$ cat src/rtl/mmio_port.sv
// rtl/mmio_port.sv - memory-mapped I/O responder: switches, display value, prescaled timer with compare, sticky flags
module mmio_port #(
    parameter logic [7:0]  BASE     = 8'hFF,
    parameter logic [15:0] PRESCALE = 16'd1
) (
    input  logic        clock,
    input  logic        reset,
    input  logic [11:0] m_addr,
    input  logic [15:0] m_data,
    input  logic        m_rw,
    input  logic [15:0] inp,
    output logic [15:0] io_q,
    output logic        io_sel,
    output logic [15:0] outval
);

    localparam logic [3:0] OFF_SW     = 4'd0;
    localparam logic [3:0] OFF_OUT    = 4'd1;
    localparam logic [3:0] OFF_TIMER  = 4'd2;
    localparam logic [3:0] OFF_CMP    = 4'd3;
    localparam logic [3:0] OFF_STATUS = 4'd4;

    // A terminal count of 0 keeps the prescaler parked and ticks every cycle.
    localparam logic [15:0] PRE_LAST = (PRESCALE <= 16'd1) ? 16'd0 : PRESCALE - 16'd1;

    logic        hit;
    logic [3:0]  off;
    logic        wr_out;
    logic        wr_timer;
    logic        wr_cmp;
    logic        wr_status;

    logic [15:0] sw_meta;
    logic [15:0] sw_sync;
    logic [15:0] sw_prev;
    logic        swchg_set;

    logic [15:0] pre_cnt;
    logic        tick;

    logic [15:0] out_reg;
    logic [15:0] timer;
    logic [15:0] timer_d;
    logic [15:0] cmp_reg;
    logic [15:0] cmp_d;
    logic        match_set;
    logic        flag_match;
    logic        flag_swchg;
    logic [15:0] rd_mux;

    assign hit       = (m_addr[11:4] == BASE);
    assign off       = m_addr[3:0];
    assign wr_out    = hit && m_rw && (off == OFF_OUT);
    assign wr_timer  = hit && m_rw && (off == OFF_TIMER);
    assign wr_cmp    = hit && m_rw && (off == OFF_CMP);
    assign wr_status = hit && m_rw && (off == OFF_STATUS);

    always_ff @(posedge clock or negedge reset) begin
        if (!reset) begin
            sw_meta <= 16'd0;
            sw_sync <= 16'd0;
            sw_prev <= 16'd0;
        end else begin
            sw_meta <= inp;
            sw_sync <= sw_meta;
            sw_prev <= sw_sync;
        end
    end

    assign swchg_set = (sw_sync != sw_prev);

    assign tick = (pre_cnt == PRE_LAST);

    always_ff @(posedge clock or negedge reset) begin
        if (!reset) begin
            pre_cnt <= 16'd0;
        end else if (tick) begin
            pre_cnt <= 16'd0;
        end else begin
            pre_cnt <= pre_cnt + 16'd1;
        end
    end

    // A software TIMER write overrides the tick increment in the same cycle.
    always_comb begin
        timer_d = timer;
        if (wr_timer) begin
            timer_d = m_data;
        end else if (tick) begin
            timer_d = timer + 16'd1;
        end
    end

    always_comb begin
        cmp_d = cmp_reg;
        if (wr_cmp) begin
            cmp_d = m_data;
        end
    end

    // Only an increment that lands on CMP raises MATCH, never a direct write.
    assign match_set = tick && !wr_timer && (timer_d == cmp_d);

    always_ff @(posedge clock or negedge reset) begin
        if (!reset) begin
            out_reg    <= 16'd0;
            timer      <= 16'd0;
            cmp_reg    <= 16'd0;
            flag_match <= 1'b0;
            flag_swchg <= 1'b0;
        end else begin
            if (wr_out) begin
                out_reg <= m_data;
            end
            timer      <= timer_d;
            cmp_reg    <= cmp_d;
            flag_match <= match_set || (flag_match && !(wr_status && m_data[0]));
            flag_swchg <= swchg_set || (flag_swchg && !(wr_status && m_data[1]));
        end
    end

    always_comb begin
        rd_mux = 16'd0;
        case (off)
            OFF_SW:     rd_mux = sw_sync;
            OFF_OUT:    rd_mux = out_reg;
            OFF_TIMER:  rd_mux = timer;
            OFF_CMP:    rd_mux = cmp_reg;
            OFF_STATUS: rd_mux = {14'd0, flag_swchg, flag_match};
            default:    rd_mux = 16'd0;
        endcase
    end

    // Read data is captured from pre-write contents so it lines up with the RAM's q.
    always_ff @(posedge clock or negedge reset) begin
        if (!reset) begin
            io_q   <= 16'd0;
            io_sel <= 1'b0;
        end else begin
            io_sel <= hit;
            io_q   <= (hit && !m_rw) ? rd_mux : 16'd0;
        end
    end

    assign outval = out_reg;

endmodule

$ cat config.mk
export PLATFORM = sky130hd
export DESIGN_NAME = mmio_port
export DESIGN_NICKNAME = d
export VERILOG_FILES = /design/src/rtl/mmio_port.sv
export SDC_FILE = /design/constraint.sdc
export NUM_CORES = 1
export LEC_CHECK = 0
export CORE_UTILIZATION = 43
export DETAILED_ROUTE_END_ITERATION = 8
export DONT_BUFFER_PORTS = 1
export GPL_ROUTABILITY_DRIVEN = 0
export PLACE_DENSITY_LB_ADDON = 0.1
export SYNTH_ARGS = -nofsm -noshare
export SYNTH_HDL_FRONTEND = slang
export SYNTH_SLANG_ARGS = --single-unit
export TNS_END_PERCENT = 10
$ cat constraint.sdc
create_clock -name clock -period 4.55 [get_ports clock]
set_input_delay 0.455 -clock clock [delete_from_list [all_inputs] [get_ports clock]]
set_output_delay 0.455 -clock clock [all_outputs]
set_load 0.01 [all_outputs]
==> reports/results.tsv <==
stage	metric	value	unit
outcome	run_status	complete, but fails checks	
outcome	failed_checks	hold timing	
sta	maxSlewViolCount	0	
floorplan	die_w	119	um
synth	post_synth_num_cell_types	54	
clock_network	cts_htree_levels	4	
synth	synth.yosys.warnings	0	
synth	predominant_post_synthesis_flop_cell	dfrtp_1	
synth	synthesis.area	5910	sq um
critical_path	cpMaxStageDelayCell	or4_1	
critical_path	critical_path.max_fanout	24	
synth	avgSynthCellArea	12.2	sq um
run	timing.max_cap.violations	0	
grt	grt.total_usage	20.4	%
floorplan	rows	42	
detailed_routing	drtAntennaViolNets	0	
grt	wire_length_of_the_first_global_routing_pass	21500	um
final_layout	fraction_of_final_layout_cells_sized_beyond_drive_strength_1	18.7	%
critical_path	worstPathCellList	inv_1 > ha_1 > or4b_1 > or4_1 > or4_1 > a2bb2oi_2 > o21ai_0 > a2111oi_2 > nand4_1 > o31ai_2	
synth	synth.largest_area_cell	dfrtp_1	
sta	fmax	0.267	GHz
synth	synth_seq_area_share	55.5	%
pwr	combPwrFrac	8.4	%
pwr	irDropWorstVdd	0.285	mV
floorplan	die-area	14200	sq um
detailed_routing	routed_wire_length_per_instance	19.6	um
floorplan	start_util	44.4	%
synth	most_frequently_used_cell_type_in_the_post_synthesis_netlist	dfrtp_1	
critical_path	reg2regPathDepth	10	
synth	synth_common_cells	131 x dfrtp_1, 43 x nor2_1, 38 x xnor2_1	
final_layout	fillers	1165	
clock_network	clk_latency	0.42	ns
sta	hold_slack	-0.0504	ns
pwr	power.switching_fraction	25.0	%
final_layout	flow.area_growth_from_synthesis	13.6	%
critical_path	cp.buffers_inverters	1	
sta	finalHoldViolations	19	
clock_network	clkSinkCount	131	
detailed_routing	initialDrtViolationCount	227	
pwr	p_leak	2.87	nW
critical_path	critical_path_cell_count	10	
sta	number_of_setup_violations_in_the_final_report	0	
critical_path	arrival	4.08	ns
synth	synth.area.top_cells	dfrtp_1 55%, xnor2_1 5.6%, mux2_2 5.3%	
detailed_routing	vias	3763	
detailed_routing	number_of_drc_violations_after_detailed_routing	0	
detailed_routing	drt_via_density	5.54	
sta	maxSlewHeadroom	33.0	%
clock_network	ctsLongestPathBuffers	2	
grt	first_global_vias	3885	
synth	synth_top_area_share	55.5	%
detailed_routing	detail_route.wirelength	13300	um
critical_path	worstSetupPathType	flip-flop to flip-flop	
critical_path	reg2reg_slack	0.80	ns
pwr	internal_power	0.00216	W
sta	layout_worst_path_cycle_share	82.3	%
critical_path	reg2reg_from	pre_cnt[0]	
grt	grt_start_max_net_pins	132	
placed_design	dp_hpwl	9060	um
placed_design	io_buffers	0	
pwr	share_clk_of_total_power	46.6	%
critical_path	worstReg2RegEnd	flag_match	
floorplan	coreArea	13300	sq um
clock_network	clock_tree.root_cell	clkbuf_16	
sta	tightest_slew	1.00	ns
pwr	power_switching	0.000718	W
clock_network	cts-buffers-inserted	17	
critical_path	critPathMaxStageDelay	0.92	ns
pwr	p_per_area	428	nW/um^2
detailed_routing	firstDrtPassIters	4	
synth	mappedNetlistNets	534	
critical_path	path_common_cell	or4_1	
critical_path	setup.worst_path.end_class	flip-flop	
clock_network	clkTransAtPathRegs	0.06	ns
critical_path	timing.critical_path.from_type	flip-flop	
critical_path	critical_path.startpoint	pre_cnt[0]	
final_layout	multi_input_comb_area	2520	sq um
min_path	worstHoldPathType	input pin to async pin	
sta	grt_setup_unrepaired	false	
synth	share_of_flip_flops_with_an_asynchronous_set_or_reset_after_synthesis	100	%
final_layout	num_antenna_cells	0	
sta	fin_skew	0.00528	ns
floorplan	io_pins	80	
synth	register_bit_total_from_synthesis	131	
final_layout	area.sequential	3280	sq um
sta	period_needed	3.75	ns
final_layout	final_nets	540	
floorplan	floorplan.die.height	119	um
grt	antenna_found_initial	0	
grt	grt_remaining_overflow	0	
sta	tns	0	ns
critical_path	critical-path-top-delay-family	simple AND/OR/NAND/NOR gates	
synth	synth_edf_count	0	
critical_path	required_time_of_the_worst_setup_path	4.88	ns
pwr	power.share.sequential	45.1	%
placed_design	post_dp_cell_area	6100	sq um
final_layout	postLayoutCellArea	6710	sq um
synth	post_synth_inst_count	484	
clock_network	cts_tree	built	
critical_path	setup.worst_path.end	flag_match	
[worst min-delay path by stage]
stage,endpoint,cells past startpoint
2_1_floorplan,cmp_reg[0],0
3_3_place_gp,sw_sync[10],0
3_5_place_dp,sw_sync[10],0
6_report,sw_sync[10],1
5_1_grt,sw_meta[12],0
4_1_cts,sw_meta[8],0
[cells in the final DEF, fill, tap and decap left out, types with 2 or more instances in the layout]
cell type | Yosys | routed
or3_1 | 7 | 7
a31oi_1 | 5 | 5
nand3_1 | 14 | 14
inv_1 | 8 | 8
nor2_1 | 43 | 43
buf_4 | 0 | 6
mux4_2 | 14 | 14
mux2i_1 | 8 | 8
and2_1 | 6 | 6
bufinv_16 | 0 | 2
xnor3_1 | 2 | 2
or2_2 | 2 | 2
o31a_1 | 3 | 3
o21ai_0 | 10 | 10
a31o_2 | 2 | 2
nor4_1 | 5 | 4
or4_1 | 7 | 7
inv_6 | 0 | 4
xor2_1 | 14 | 14
o31ai_1 | 2 | 2
nand2_1 | 21 | 21
clkinv_2 | 0 | 3
nor3_1 | 10 | 10
and3_1 | 5 | 5
clkbuf_16 | 0 | 17
ha_1 | 3 | 3
nor4_2 | 2 | 3
and4_1 | 3 | 3
nor2b_1 | 16 | 16
nand4_1 | 18 | 18
xnor2_1 | 38 | 38
mux2_2 | 28 | 28
dfrtp_1 | 131 | 131
a21oi_1 | 15 | 15
a22oi_1 | 2 | 2
clkinvlp_4 | 0 | 6
[power groups by stage]
stage	Combinational [W]	Clock, W	Sequential [W]
6_report	0.000241	0.00134	0.00129
4_1_cts	0.000243	0.00137	0.00129
2_1_floorplan	0.000212	0	0.00128
3_5_place_dp	0.000216	0	0.00131
5_1_grt	0.000267	0.00142	0.00131
3_3_place_gp	0.000212	0	0.00131
[layout make-up]
| type | instances | share of cell area (%) |
|---|---|---|
| multi-input combinational | 324 | 37.6 |
| clock buffer | 17 | 6.34 |
| sequential | 131 | 48.9 |
| tap | 176 | 3.28 |
| timing repair buffer | 7 | 1.08 |
| clock inverter | 15 | 2.31 |
| inverter | 9 | 0.503 |
[worst register-to-register path, stage by stage (launching register included)]
cell	delay, ns
dfrtp_1	0.41
inv_1	0.07
ha_1	0.13
or4b_1	0.47
or4_1	0.93
or4_1	0.65
a2bb2oi_2	0.15
o21ai_0	0.12
a2111oi_2	0.39
nand4_1	0.15
o31ai_2	0.18
[kinds of logic (layout without fill, tap and decap cells)]
group                    Yosys count  after routing  share of synthesized area, %
flip-flops                       131            131                          55.5
AND/OR/NAND/NOR                  165            165                          15.1
AO/OA/AOI/OAI                     52             52                          6.25
adder cells (fa/ha/maj)            3              3                         0.636
multiplexers                      50             50                          12.0
buffers and inverters             29             48                          2.01
XOR/XNOR                          54             54                          8.47
[metal layers]
metal,vias up,wire length (um),global-route usage (%)
met5,-,0,0
met4,0,197,9.41
met3,16,741,5.99
met2,95,6370,30.6
met1,1899,6000,27.4
li1,1753,-,-
[timing repair]
| action | CTS | global route |
|---|---|---|
| buffers inserted | 0 | 0 |
| hold endpoints to repair | 131 | 0 |
| hold buffers | 1 | 0 |
| resized for setup | 0 | 0 |
[metrics by stage]
stage | setup WS, ns | power, W | util, % | cells
global placement | 0.907 | 0.00152 | 45.9 | 646
floorplan | 1.38 | 0.00149 | - | 484
detailed placement | 0.813 | 0.00153 | 45.9 | 646
CTS | 0.802 | 0.00291 | 50.5 | 679
global route | 0.556 | 0.00300 | 50.5 | 679
finish | 0.804 | 0.00287 | 50.5 | 679
Note: power is estimated with default switching activity, not from simulation.
